$ cat config.mk
export PLATFORM = sky130hd
export DESIGN_NAME = img2col_feeder
export DESIGN_NICKNAME = d
export VERILOG_FILES = /design/src/rtl/img2col_feeder.sv
export SDC_FILE = /design/constraint.sdc
export NUM_CORES = 1
export LEC_CHECK = 0
export BUFFER_PORTS_ARGS = -buffer_cell sky130_fd_sc_hd__buf_2
export CAP_MARGIN = 10
export CORE_UTILIZATION = 35
export DETAILED_ROUTE_END_ITERATION = 7
export SYNTH_ARGS = -nofsm -noshare
export SYNTH_HDL_FRONTEND = slang
export SYNTH_SLANG_ARGS = --single-unit
$ cat constraint.sdc
create_clock -name clk -period 4.5 [get_ports clk]
set_clock_uncertainty 0.1 [all_clocks]
set_input_delay 0.225 -clock clk [delete_from_list [all_inputs] [get_ports clk]]
set_output_delay 0.225 -clock clk [all_outputs]
set_load 0.01 [all_outputs]
$ cat src/rtl/img2col_feeder.sv
// Stream-side write controller for the img2col PU array: loads raster pixels band by
// band into the PUs, then sweeps every KERNEL x KERNEL window position for the MAC stage.
module img2col_feeder #(
  parameter int ROWS    = 28,
  parameter int ROW_LEN = 28,
  parameter int DATA_W  = 16,
  parameter int ADDR_W  = 5,
  parameter int KERNEL  = 5,
  parameter int BANDS   = 1
) (
  input  logic              clk,
  input  logic              nrst,
  input  logic              frame_start,
  input  logic [DATA_W-1:0] s_data,
  input  logic              s_valid,
  output logic              s_ready,
  output logic              pu_start,
  output logic [5:0]        pu_no,
  output logic [5:0]        pu_round,
  output logic [DATA_W-1:0] pu_data,
  output logic [ADDR_W-1:0] pu_wr_adrs,
  output logic [ADDR_W-1:0] pu_rd_adrs,
  output logic              win_valid,
  input  logic              win_ready,
  output logic              busy,
  output logic              frame_done
);

  localparam logic [1:0] S_IDLE  = 2'd0;
  localparam logic [1:0] S_LOAD  = 2'd1;
  localparam logic [1:0] S_DRAIN = 2'd2;
  localparam logic [1:0] S_DONE  = 2'd3;

  localparam logic [ADDR_W-1:0] COL_LAST    = ADDR_W'(ROW_LEN - 1);
  localparam logic [ADDR_W-1:0] SW_COL_LAST = ADDR_W'(ROW_LEN - KERNEL);
  localparam logic [ADDR_W-1:0] ONE_A       = ADDR_W'(1);
  localparam logic [5:0]        ROW_LAST    = 6'(ROWS - 1);
  localparam logic [5:0]        SW_ROW_LAST = 6'(ROWS - KERNEL);
  localparam logic [5:0]        BAND_LAST   = 6'(BANDS - 1);

  logic [1:0]        state_q, state_d;
  logic [ADDR_W-1:0] col_q, col_d;
  logic [5:0]        row_q, row_d;
  logic              pu_start_q, pu_start_d;
  logic [5:0]        pu_no_q, pu_no_d;
  logic [5:0]        pu_round_q, pu_round_d;
  logic [DATA_W-1:0] pu_data_q, pu_data_d;
  logic [ADDR_W-1:0] pu_wr_adrs_q, pu_wr_adrs_d;
  logic [ADDR_W-1:0] pu_rd_adrs_q, pu_rd_adrs_d;
  logic              win_valid_q, win_valid_d;

  always_comb begin
    state_d      = state_q;
    col_d        = col_q;
    row_d        = row_q;
    pu_start_d   = 1'b0;
    pu_no_d      = pu_no_q;
    pu_round_d   = pu_round_q;
    pu_data_d    = pu_data_q;
    pu_wr_adrs_d = pu_wr_adrs_q;
    pu_rd_adrs_d = pu_rd_adrs_q;
    win_valid_d  = win_valid_q;
    case (state_q)
      S_IDLE: begin
        if (frame_start) begin
          state_d    = S_LOAD;
          pu_start_d = 1'b1;
          col_d      = '0;
          row_d      = '0;
          pu_round_d = '0;
        end
      end
      S_LOAD: begin
        if (s_valid) begin
          pu_data_d    = s_data;
          pu_wr_adrs_d = col_q;
          pu_no_d      = row_q;
          if (col_q == COL_LAST) begin
            col_d = '0;
            if (row_q == ROW_LAST) begin
              row_d   = '0;
              state_d = S_DRAIN;
            end else begin
              row_d = row_q + 6'd1;
            end
          end else begin
            col_d = col_q + ONE_A;
          end
        end
      end
      S_DRAIN: begin
        // The first DRAIN cycle still shows the final write; the sweep starts the cycle after.
        if (!win_valid_q) begin
          win_valid_d  = 1'b1;
          pu_no_d      = '0;
          pu_rd_adrs_d = '0;
        end else if (win_ready) begin
          if (pu_rd_adrs_q == SW_COL_LAST) begin
            pu_rd_adrs_d = '0;
            if (pu_no_q == SW_ROW_LAST) begin
              win_valid_d = 1'b0;
              if (pu_round_q == BAND_LAST) begin
                state_d = S_DONE;
              end else begin
                pu_round_d = pu_round_q + 6'd1;
                state_d    = S_LOAD;
              end
            end else begin
              pu_no_d = pu_no_q + 6'd1;
            end
          end else begin
            pu_rd_adrs_d = pu_rd_adrs_q + ONE_A;
          end
        end
      end
      default: begin
        state_d = S_IDLE;
      end
    endcase
  end

  always_ff @(posedge clk or posedge nrst) begin
    if (nrst) begin
      state_q      <= S_IDLE;
      col_q        <= '0;
      row_q        <= '0;
      pu_start_q   <= 1'b0;
      pu_no_q      <= '0;
      pu_round_q   <= '0;
      pu_data_q    <= '0;
      pu_wr_adrs_q <= '0;
      pu_rd_adrs_q <= '0;
      win_valid_q  <= 1'b0;
    end else begin
      state_q      <= state_d;
      col_q        <= col_d;
      row_q        <= row_d;
      pu_start_q   <= pu_start_d;
      pu_no_q      <= pu_no_d;
      pu_round_q   <= pu_round_d;
      pu_data_q    <= pu_data_d;
      pu_wr_adrs_q <= pu_wr_adrs_d;
      pu_rd_adrs_q <= pu_rd_adrs_d;
      win_valid_q  <= win_valid_d;
    end
  end

  assign s_ready    = (state_q == S_LOAD);
  assign busy       = (state_q != S_IDLE);
  assign frame_done = (state_q == S_DONE);
  assign pu_start   = pu_start_q;
  assign pu_no      = pu_no_q;
  assign pu_round   = pu_round_q;
  assign pu_data    = pu_data_q;
  assign pu_wr_adrs = pu_wr_adrs_q;
  assign pu_rd_adrs = pu_rd_adrs_q;
  assign win_valid  = win_valid_q;

endmodule

==> metrics.md <==
| Metric | Value |
|---|---|
| Max Slew Vio Count | `0` |
| Remaining antenna violation count | `0` |
| Post-synth cell types | `37` |
| Mapped cell area | `between 0.002 and 0.003 mm²` |
| Vias after detailed routing | `between 2000 and 2500` |
| Yosys reg bits | `53` |
| Synth Flop Type | `dfrtp_1` |
| Final Cycle Share | `a little under half` |
| DRC | `0` |
| Post-synth EDFFs | `0` |
| CP endpoint | `pu_no[2]` |
| Final setup margin | `~2.3 ns` |
| Diodes inserted | `0` |
| Register area share after synthesis | `between 50% and 60%` |
| Slowest-stage cell, CP | `dfrtp_1` |
| Vias in the first global route | `1873` |
| Post-synth ARST share | `100%` |
| Startpoint Class | `flip-flop` |
| Row count | `30` |
| Critical Path Start | `state_q[0]` |
| TritonCTS clock tree | `built` |
| Root Buffer | `clkbuf_8` |
| Num CTS Buffers | `5` |
| Share of the synthesized area in the top cell type | `51.6%` |
| Slew headroom | `between 50% and 60%` |
| First-pass GRT wire length | `roughly 8700 µm` |
| Port bufs | `63` |
| Die H | `between 80 and 90 µm` |
| Crit path DAT | `2.25 ns` |
| HP Class | `input port to asynchronous set/reset pin` |
| Reg clk slew, reported paths | `~0.09 ns` |
| Post-Syn Nets | `277` |
| Core ar. | `between 0.006 and 0.007 mm²` |
| Dpl ws | `between 2 and 2.5 ns` |
| 1st-iter DRT viols | `78` |
| Crit. End Element | `flip-flop` |
| Wire per inst | `13.2 µm` |
| Critical Path Max Stage Delay | `0.50 ns` |
| Overflow after GRT | `0` |
| Initial Utilization | `a little under two fifths` |
| Clk Latency, worst-skew pair | `0.30 ns` |
| Post-synth top area cell | `dfrtp_1` |
| Ranking of synthesized cells by area | `dfrtp_1 52%, mux2_1 8.8%, nand2_1 5.0%` |
| NumNets Final | `342` |
| Worst path cell trace | `nand2b_1 > o21ai_1 > o21a_1 > o21ai_0 > a22o_1` |
| Worst reg-to-reg path cell count | `5` |
| Power per standard cell area | `293 mW/mm²` |
| Initial antenna violation count | `0` |
| Vias per inst | `just over 5` |
| Final Hold Fails | `17` |
| Setup bufs post-CTS | `0` |
| Total Power | `approximately 0.9 mW` |
| Max Root-Sink Buffers | `2` |
| Setup TNS | `0 ns` |
| RSZ-0062 raised after global routing | `false` |
| Syn. warnings | `0` |
| IO Pins | `64` |
| Worst slew pin tran | `0.699 ns` |
| Hold Slack | `-0.00678 ns` |
| Flop2flop setup slack | `2.35 ns` |
| Clock Sinks | `53` |
| Fillers | `between 600 and 700` |
| Final setup viols | `0` |
| Die Wd | `87.7 µm` |
| Final wirelength | `around 5400 µm` |
| Area Growth Syn to Fin | `19.7%` |
| Max Freq | `about 0.46 GHz` |
| Min cycle time layout | `~2.2 ns` |
| Largest net degree at the start of global routing | `54` |
| Share of layout cells above drive strength 1 | `roughly a quarter` |
| # placed instances | `roughly 400` |
| Worst vdd ir | `0.000214 V` |
| Status | `finished, violations left` |
| Failing checks | `hold timing` |
| CP max FO | `14` |
| Top-count cell post-synth | `dfrtp_1` |
| Leak pwr | `between 1.5 and 2 nW` |
| Full die area | `between 0.007 and 0.008 mm²` |
| CTS H-Tree Depth | `2` |
| Total track usage | `approximately 15%` |
| Syn avg cell area | `around 10 µm²` |
| Crit Reg-Reg Endpoint | `pu_no[2]` |
| Commonest cells post-synth | `53 x dfrtp_1, 34 x nand2_1, 21 x o21ai_1, 20 x mux2_1, 14 x nor2_1` |
| # Max-Cap Violations | `0` |
| CTS resizes | `0` |
| Placer congestion estimate | `just under 0.8` |
| Drt first pass iters | `4` |
| Post-cts hold buffer count | `0` |
| DP HPWL | `3830 µm` |
| Critical path class | `flip-flop to flip-flop` |
| Syn Inst Count | `250` |
| Non-Filler Instances | `412` |
| Crit path required time | `4.60 ns` |
| RR Startpoint | `state_q[0]` |
-- metrics by stage --
step	cell area [µm²]	hold slack, ns	util, %
final	3070	-0.00678	44.3
after global placement	2990	0.341	43.0
after global routing	3070	0.0183	44.3
after floorplan	2570	0.252	-
after CTS	3070	0.0145	44.3
after detailed placement	2990	0.342	43.0
-- per-layer routing --
metal / share of wire [%] / track usage [%] / vias up
met5: 0 / 0 / -
met4: 0.88 / 5.07 / 0
met3: 6.1 / 3.30 / 7
met2: 44 / 22.9 / 76
met1: 49 / 19.8 / 988
li1: - / - / 1027
-- worst max-delay path, delay by kind of cell, from the launching register on --
kind            cells  cell delay, ns
compound gates      4            1.00
flops               1            0.50
simple gates        1            0.44
-- area by class of cell --
cell class / count / area, µm² / share of cell area, %
Sequential cell: 53 / 1330 / 43.1
Multi-Input combinational cell: 181 / 1180 / 38.3
Timing Repair Buffer: 65 / 330 / 10.7
Tap cell: 96 / 120 / 3.91
Clock buffer: 6 / 72.6 / 2.36
Inverter: 9 / 33.8 / 1.10
Clock inverter: 2 / 15.0 / 0.488
-- kinds of logic after synthesis --
group / after synthesis / share of synthesized area (%)
AOI/OAI and AO/OA: 59 / 14.8
adders and majority gates: 6 / 2.92
buffers and inverters: 16 / 2.58
DFF: 53 / 51.6
muxes: 24 / 10.4
and+or+nand+nor: 92 / 17.7
-- registers in the layout, indices dropped and copies added, names as in the netlist --
register    flops
col_q           5
pu_data        16
pu_no           6
pu_rd_adrs      5
pu_round        6
pu_start        1
pu_wr_adrs      5
row_q           6
state_q         2
win_valid       1
-- how the worst min path moves through the flow --
stage,start,endpoint,slack (ns),cells after the start
2_1_floorplan,win_ready,pu_rd_adrs[0],0.25,2
3_3_place_gp,s_data[14],pu_data[14],0.34,2
3_5_place_dp,s_data[6],pu_data[6],0.34,2
4_1_cts,nrst,pu_data[3],0.01,3
5_1_grt,s_data[6],pu_data[6],0.02,2
6_report,nrst,pu_round[2],-0.007,3
-- power by group --
part | internal [mW] | switching (mW) | total (mW)
registers | 0.500 | 0.0317 | 0.532
logic | 0.0495 | 0.0567 | 0.106
clock network | 0.110 | 0.154 | 0.264
total | 0.660 | 0.243 | 0.902
-- cells in the final DEF (no fill, tap or decap), types with 6 or more instances in the layout --
| master | instances |
|---|---|
| a21oi_1 | 7 |
| dfrtp_1 | 53 |
| ha_1 | 6 |
| nand3_1 | 13 |
| o21ai_0 | 7 |
| buf_2 | 63 |
| inv_1 | 6 |
| nor3_1 | 6 |
| nor2_1 | 14 |
| nand2_1 | 34 |
| o21ai_1 | 21 |
| mux2_1 | 20 |
Note: power is estimated with default switching activity, not from simulation.
